## config.mk

```make
export PLATFORM = sky130hd
export DESIGN_NAME = wb_write_sequencer
export DESIGN_NICKNAME = d
export VERILOG_FILES = /design/src/rtl/wb_write_sequencer.sv
export SDC_FILE = /design/constraint.sdc
export NUM_CORES = 1
export LEC_CHECK = 0
export ABC_AREA = 1
export CORE_ASPECT_RATIO = 1.5
export CORE_MARGIN = 10
export CORE_UTILIZATION = 45
export CTS_CLUSTER_SIZE = 30
export DETAILED_ROUTE_END_ITERATION = 8
export DONT_BUFFER_PORTS = 1
export GPL_TIMING_DRIVEN = 0
export SLEW_MARGIN = 5
export SYNTH_ARGS = -nofsm -noshare
export SYNTH_HDL_FRONTEND = slang
export SYNTH_SLANG_ARGS = --single-unit
```

## constraint.sdc

```tcl
create_clock -name clk -period 8.98 [get_ports clk]
set_clock_uncertainty 0.05 [all_clocks]
set_input_delay 2.245 -clock clk [delete_from_list [all_inputs] [get_ports clk]]
set_output_delay 2.245 -clock clk [all_outputs]
set_load 0.03 [all_outputs]
```

## src/rtl/wb_write_sequencer.sv

```systemverilog
// Y86 write-back sequencer: decodes dstE/dstM for a retired instruction and drives the
// register file's single write port, one write per cycle. Optional macro: WB_BYPASS_EN.
module wb_write_sequencer #(
    parameter int unsigned W     = 64,
    parameter int unsigned CNT_W = 32
) (
    input  logic             clk,
    input  logic             rst,
    input  logic             in_valid,
    output logic             in_ready,
    input  logic [3:0]       icode,
    input  logic [3:0]       rA,
    input  logic [3:0]       rB,
    input  logic             cnd,
    input  logic [W-1:0]     valE,
    input  logic [W-1:0]     valM,
    output logic             wr_en,
    output logic [3:0]       wr_addr,
    output logic [W-1:0]     wr_data,
    output logic [CNT_W-1:0] retire_cnt
`ifdef WB_BYPASS_EN
    ,
    output logic [3:0]       fwd_e_dst,
    output logic [W-1:0]     fwd_e_val,
    output logic [3:0]       fwd_m_dst,
    output logic [W-1:0]     fwd_m_val
`endif
);

    localparam logic [3:0] REG_NONE = 4'hF;
    localparam logic [3:0] REG_RSP  = 4'h4;

    typedef enum logic [1:0] {
        S_IDLE,
        S_WR_E,
        S_WR_M
    } state_t;

    state_t           r_state;
    state_t           w_state_nxt;
    logic [3:0]       r_dst_m;
    logic [W-1:0]     r_val_m;
    logic             r_wr_en;
    logic [3:0]       r_wr_addr;
    logic [W-1:0]     r_wr_data;
    logic [CNT_W-1:0] r_retire_cnt;
`ifdef WB_BYPASS_EN
    logic [3:0]       r_dst_e;
    logic [W-1:0]     r_val_e;
`endif

    logic             w_in_ready;
    logic             w_accept;
    logic [3:0]       w_dst_e_raw;
    logic [3:0]       w_dst_e;
    logic [3:0]       w_dst_m;
    logic             w_wr_en_nxt;
    logic [3:0]       w_wr_addr_nxt;
    logic [W-1:0]     w_wr_data_nxt;

    always_comb begin
        w_dst_e_raw = REG_NONE;
        case (icode)
            4'h2:                      w_dst_e_raw = cnd ? rB : REG_NONE;
            4'h3, 4'h6:                w_dst_e_raw = rB;
            4'h8, 4'h9, 4'hA, 4'hB:    w_dst_e_raw = REG_RSP;
            default:                   w_dst_e_raw = REG_NONE;
        endcase
        w_dst_m = ((icode == 4'h5) || (icode == 4'hB)) ? rA : REG_NONE;
        // popq %rsp: the memory value wins, so the E write is dropped entirely
        w_dst_e = ((w_dst_e_raw == w_dst_m) && (w_dst_m != REG_NONE)) ? REG_NONE : w_dst_e_raw;
    end

    assign w_in_ready = !rst && ((r_state == S_IDLE) || (r_state == S_WR_M) ||
                                 ((r_state == S_WR_E) && (r_dst_m == REG_NONE)));
    assign w_accept   = in_valid && w_in_ready;

    always_ff @(posedge clk) begin
        if (rst) begin
            r_state      <= S_IDLE;
            r_dst_m      <= REG_NONE;
            r_val_m      <= '0;
            r_wr_en      <= 1'b0;
            r_wr_addr    <= REG_NONE;
            r_wr_data    <= '0;
            r_retire_cnt <= '0;
`ifdef WB_BYPASS_EN
            r_dst_e      <= REG_NONE;
            r_val_e      <= '0;
`endif
        end else begin
            r_state   <= w_state_nxt;
            r_wr_en   <= w_wr_en_nxt;
            r_wr_addr <= w_wr_addr_nxt;
            r_wr_data <= w_wr_data_nxt;
            if (w_accept) begin
                r_dst_m      <= w_dst_m;
                r_val_m      <= valM;
                r_retire_cnt <= r_retire_cnt + CNT_W'(1);
            end else if (r_state == S_WR_M) begin
                r_dst_m <= REG_NONE;
            end
`ifdef WB_BYPASS_EN
            if (w_accept) begin
                r_dst_e <= w_dst_e;
                r_val_e <= valE;
            end else if (r_state == S_WR_E) begin
                r_dst_e <= REG_NONE;
            end
`endif
        end
    end

    always_comb begin
        w_state_nxt = S_IDLE;
        if ((r_state == S_WR_E) && (r_dst_m != REG_NONE)) begin
            w_state_nxt = S_WR_M;
        end else if (w_accept) begin
            if (w_dst_e != REG_NONE) begin
                w_state_nxt = S_WR_E;
            end else if (w_dst_m != REG_NONE) begin
                w_state_nxt = S_WR_M;
            end
        end
    end

    // Write-port values are registered from the next state so they appear
    // in the same cycle the FSM sits in WR_E/WR_M.
    always_comb begin
        w_wr_en_nxt   = 1'b0;
        w_wr_addr_nxt = REG_NONE;
        w_wr_data_nxt = r_wr_data;
        case (w_state_nxt)
            S_WR_E: begin
                w_wr_en_nxt   = 1'b1;
                w_wr_addr_nxt = w_dst_e;
                w_wr_data_nxt = valE;
            end
            S_WR_M: begin
                w_wr_en_nxt   = 1'b1;
                w_wr_addr_nxt = w_accept ? w_dst_m : r_dst_m;
                w_wr_data_nxt = w_accept ? valM : r_val_m;
            end
            default: begin
                w_wr_en_nxt   = 1'b0;
            end
        endcase
    end

    assign in_ready   = w_in_ready;
    assign wr_en      = r_wr_en;
    assign wr_addr    = r_wr_addr;
    assign wr_data    = r_wr_data;
    assign retire_cnt = r_retire_cnt;
`ifdef WB_BYPASS_EN
    assign fwd_e_dst  = r_dst_e;
    assign fwd_e_val  = r_val_e;
    assign fwd_m_dst  = r_dst_m;
    assign fwd_m_val  = r_val_m;
`endif

endmodule
```

* After elaboration in Yosys (flattened, before gate mapping)
Index checks and enable logic that the tools add are counted.
Cells by class: $add $sub $neg 1, equal/unequal tests 17, muxes and demuxes 15, reduce and logical (&&, ||, !) cells 15
Operator list (number):
- $pmux W64 S2 | 1
- $mux W64 | 1
- $add A32 B1 Y32 const B | 1
- $mux W4 | 6
- $eq A4 B4 Y1 const B | 5
- $ne A4 B4 Y1 const B | 3
- $pmux W4 S3 | 1
- $eq A4 B2 Y1 const B | 2
- $eq A4 B3 Y1 const B | 2
- $mux W2 | 4
- $pmux W4 S2 | 1
- $logic_and A1 B1 Y1 | 5
- $eq A2 B1 Y1 const B | 2
- $eq A2 B2 Y1 const B | 2
- $eq A4 B4 Y1 | 1
- $reduce_bool A2 Y1 | 2
- $reduce_or A2 Y1 | 2
- $reduce_or A4 Y1 | 1
- $logic_or A1 B1 Y1 | 3
- $logic_not A2 Y1 | 1
- $logic_not A1 Y1 | 1
- $mux W1 | 1
Word-level totals: flip-flop bits (word level) 171, bits of input ports 144, output and inout bits 102, logic and storage cells 55

* Logic depth before layout (Yosys ltp)
Gate-level depths: netlist of run 1.
depth in word-level cells 13, depth in mapped cells 21

* Worst setup path after synthesis of run 1
Ideal clock, no wire load.
path kind input to output, start in rst, end out in_ready, data arrival time 2709 ps, required time 6685 ps, setup slack 3976 ps, stages 4, buffers on the path 1, path through buf_6 a21oi_2 nand2_1 inv_1
On the way: cells in the longest elaborated chain, start to end 2
RTL lines:
- start: declaration | line 8 | input logic rst,
- $logic_not A1 Y1 | line 74 | assign w_in_ready = !rst && ((r_state == S_IDLE) || (r_state == S_WR_M) ||
- $logic_and A1 B1 Y1 | line 74
- end: declaration | line 10 | output logic in_ready,
Every way passes these cells.

* Worst setup path after layout of run 1
start in rst, end reg r_wr_data[8] (netlist: wr_data[8])
On the way: cells in the longest elaborated chain, start to end 7
RTL lines:
- $logic_not A1 Y1 * | line 74
- $logic_and A1 B1 Y1 * | line 74
- $logic_and A1 B1 Y1 * | line 76 | assign w_accept = in_valid && w_in_ready;
- $mux W2 * | line 118 | end else if (w_accept) begin
- $mux W2 * | line 116 | if ((r_state == S_WR_E) && (r_dst_m != REG_NONE)) begin
- named net w_state_nxt[0] | line 40 | state_t w_state_nxt;
- $eq A2 B2 Y1 / $eq A2 B1 Y1 (equally long branches) | line 133 | case (w_state_nxt)
- $pmux W64 S2 / $reduce_bool A2 Y1 (equally long branches)
- end signal: assignment | line 95 | r_wr_data <= w_wr_data_nxt;
- end: declaration | line 45 | logic [W-1:0] r_wr_data;
The timed path passes the listed nets; every way through them passes the cells marked *. A chain may end at the register's enable or synchronous reset.

==> results by group, run 1 <==
GRT
  • First-pass GRT wire length: 37.9 mm
  • Largest net degree at the start of global routing: 17
  • Total global-route track usage: 0.213
  • Aggregate global routing overflow: 0
  • Antenna violations before repair: 6
  • Vias in the first global route: 6680

Clock network
  • Count of hold-fix buffers inserted at cts: 0
  • Htree depth: 4
  • Worst-path clk slew: 0.06 ns
  • Worst skew pair latency: 0.42 ns
  • Sink Count: between 150 and 200
  • Post-CTS Setup Repair Bufs: 0
  • Root buf cell: clkbuf_16
  • Inserted Clock Buffers: 17
  • CTS Buffer Depth: 2
  • CTS tree: built
  • CTS resizes: 0

Pwr
  • Peak VDD IR: 0.000134 V
  • Leakage: 3.44 nW
  • Power density cells: 215 nW/µm²

Synthesis
  • Synth top cells by count: 171 x dfxtp_1, 132 x nor2_1, 117 x o21ai_0
  • Avg Cell Area, Syn: 7.64 µm²
  • Area leader, netlist: dfxtp_1
  • Syn_nets: 1140
  • Netlist cell types: 41
  • Synth top area share: 0.451
  • Most common cell in the netlist: dfxtp_1
  • Synth area leaders: dfxtp_1 45%, o21ai_0 7.7%, nor2_1 6.5%
  • Yosys reg bits: roughly 170
  • Post-Synthesis Cells: 993
  • Synthesized area: 7580 µm²
  • Ys async rst share: 0
  • Post-synth EDFFs: 0
  • Synth Flop Type: dfxtp_1
  • Syn. warnings: 0
  • Seq/Total Area, Yosys: 0.451

Place
  • DP HPWL: around 20 mm
  • Routability cong.: 0.846
  • Placed Cells: between 1000 and 1500
  • Port-buffer cells: 0

Die
  • CORE AREA: 16700 µm²
  • Initial Util: 0.454
  • Cell Rows: 58
  • Die W: 126 µm
  • Die area: about 23000 µm²
  • I/O pin count: 246
  • Die Y-Extent: 179 µm

Worst setup path
  • Critical Path AT: 5.40 ns
  • WP data required: 9.27 ns
  • Worst Path Max Fanout: 10
  • Launch point of the worst path: rst
  • CP Class: primary input to register
  • CP startpoint kind: primary input
  • Reg-to-reg critical path startpoint: r_dst_m[1]$_SDFFE_PP1P_
  • Critical path endpoint category: register

STA
  • Final Hold Fails: 0
  • RSZ-0062 raised after global routing: no
  • Slew HR: 0.453
  • Fin. max-slew vios: 0
  • Setup Viol. Count Final: 0
  • Final period utilization: 0.570
  • Setup TNS: 0 ns
  • Final min period: 5.12 ns
  • Maximum clock rate: between 150 and 200 MHz
  • Slew of the pin with the lowest slew margin: 0.820 ns

Worst hold path
  • Min-delay src: r_val_m[0]$_SDFF_PP0_
  • Hold Path Class: register to register

Routing
  • DR WL/cell: 20.2 µm
  • Post-DRT Antenna Nets: 0
  • DRC Markers: 0
  • Via count: 6649
  • Drt pass-1 iters: 4
  • Routed wire length: around 25 mm
  • DR iter-0 viols: 357
  • DR vias/cell: 5.37

Final layout
  • Final Core Density: 0.506
  • Nets: between 1000 and 1500
  • Non-Filler Instances: 1239
  • Area delta synth->final: 11.3%
  • Share of cells above drive strength 1: 0.106

Run
  • Max-cap violations: 0

Status
  • Status: finished clean
-- cell families after synthesis --
kind of cell / share of synthesized area
adders and majority gates: 0.00495
muxes: 0.0422
buffers and inverters: 0.0789
and+or+nand+nor: 0.253
DFF: 0.451
AOI/OAI and AO/OA: 0.164
xor gates and xnor gates: 0.00577
-- registers in the layout (all words and copies together), names as in the netlist --
signal,flops
wr_data,64
r_dst_m,4
r_state,2
wr_en,1
wr_addr,4
r_val_m,64
retire_cnt,32
-- per-stage QoR --
stage	total power [mW]	setup WS, ns	hold WS (ns)	cell area, µm²
2_1_floorplan	1.04	3.98	0.392	7580
6_report	1.81	3.86	0.443	8440
5_1_grt	1.89	3.58	0.464	8430
3_5_place_dp	1.10	3.47	0.425	7850
4_1_cts	1.83	3.91	0.443	8430
3_3_place_gp	1.09	3.47	0.422	7850
-- area by class of cell --
class,instances,area (µm²)
Clock inverter,13,130
Inverter,94,358
Sequential cell,171,3420
Tap cell,210,263
Fill cell,1731,8250
Multi-Input combinational cell,670,3560
Clock buffer,19,453
Antenna cell,4,10.0
Buffer,58,240
-- report_power, final --
| part | switching, mW | leakage [nW] | internal [mW] |
|---|---|---|---|
| Sequential | 0.0861 | 1.40 | 0.806 |
| Combinational | 0.119 | 1.75 | 0.0670 |
| Clock | 0.328 | 0.285 | 0.405 |
-- layout by cell type, fill, tap and decap left out, types with 4 or more instances in the layout --
| cell | instances |
|---|---|
| nor3_2 | 4 |
| inv_1 | 84 |
| o21ai_1 | 37 |
| mux2i_1 | 32 |
| nand2_1 | 104 |
| o21a_1 | 32 |
| nand4_1 | 15 |
| clkbuf_1 | 43 |
| o21ai_0 | 117 |
| nor2_1 | 132 |
| nor3_1 | 14 |
| dfxtp_1 | 171 |
| clkbuf_16 | 17 |
| nand3_1 | 79 |
| inv_2 | 8 |
| a21oi_1 | 26 |
| buf_2 | 6 |
| o211ai_1 | 5 |
| nand2_2 | 6 |
| or2_2 | 33 |
| diode_2 | 4 |
| buf_1 | 7 |
| nor2_2 | 4 |
| inv_6 | 6 |
-- final timing paths --
path	to	slack, ns	cells after the start
hold reg to reg	r_val_m[0]$_SDFF_PP0_	0.44	2
hold / removal	r_val_m[0]$_SDFF_PP0_	0.44	2
setup / recovery	wr_data[8]$_SDFFE_PP0N_	3.86	14
setup reg to reg	wr_data[8]$_SDFFE_PP0N_	5.33	14
-- critical path, stage by stage --
cell and delay (ns):
buf_6 0.10, a21oi_2 0.04, nand3_1 0.09, buf_6 0.16, buf_2 0.29, clkbuf_1 0.46
a31oi_2 0.11, inv_2 0.07, ha_1 0.13, clkbuf_1 0.42, clkbuf_1 0.40, clkbuf_1 0.50
o21ai_0 0.17, o21ai_0 0.18
-- layer usage --
metal | global-route usage | routed length (µm)
met1 | 0.211 | 9120
met4 | 0.0628 | 339
met5 | 0 | 21
met2 | 0.399 | 13300
met3 | 0.0867 | 2190
No activity file was read; power rests on OpenSTA's default activity.
==> run 2, diff against run 1 <==
clock period = 4.97 ns   (was 8.98 ns; I/O delays follow)
==> results of run 2 <==
The final DEF is identical to that of run 1. Status: finished clean.
Main changes from that run: setup slack after placement 3.47 ns -> 0.465 ns; setup slack after layout 3.86 ns -> 0.855 ns; register-to-register setup slack 5.33 ns -> 1.32 ns; total power 1.81 mW -> 3.27 mW; worst IR drop on VDD 0.000134 V -> 0.000242 V
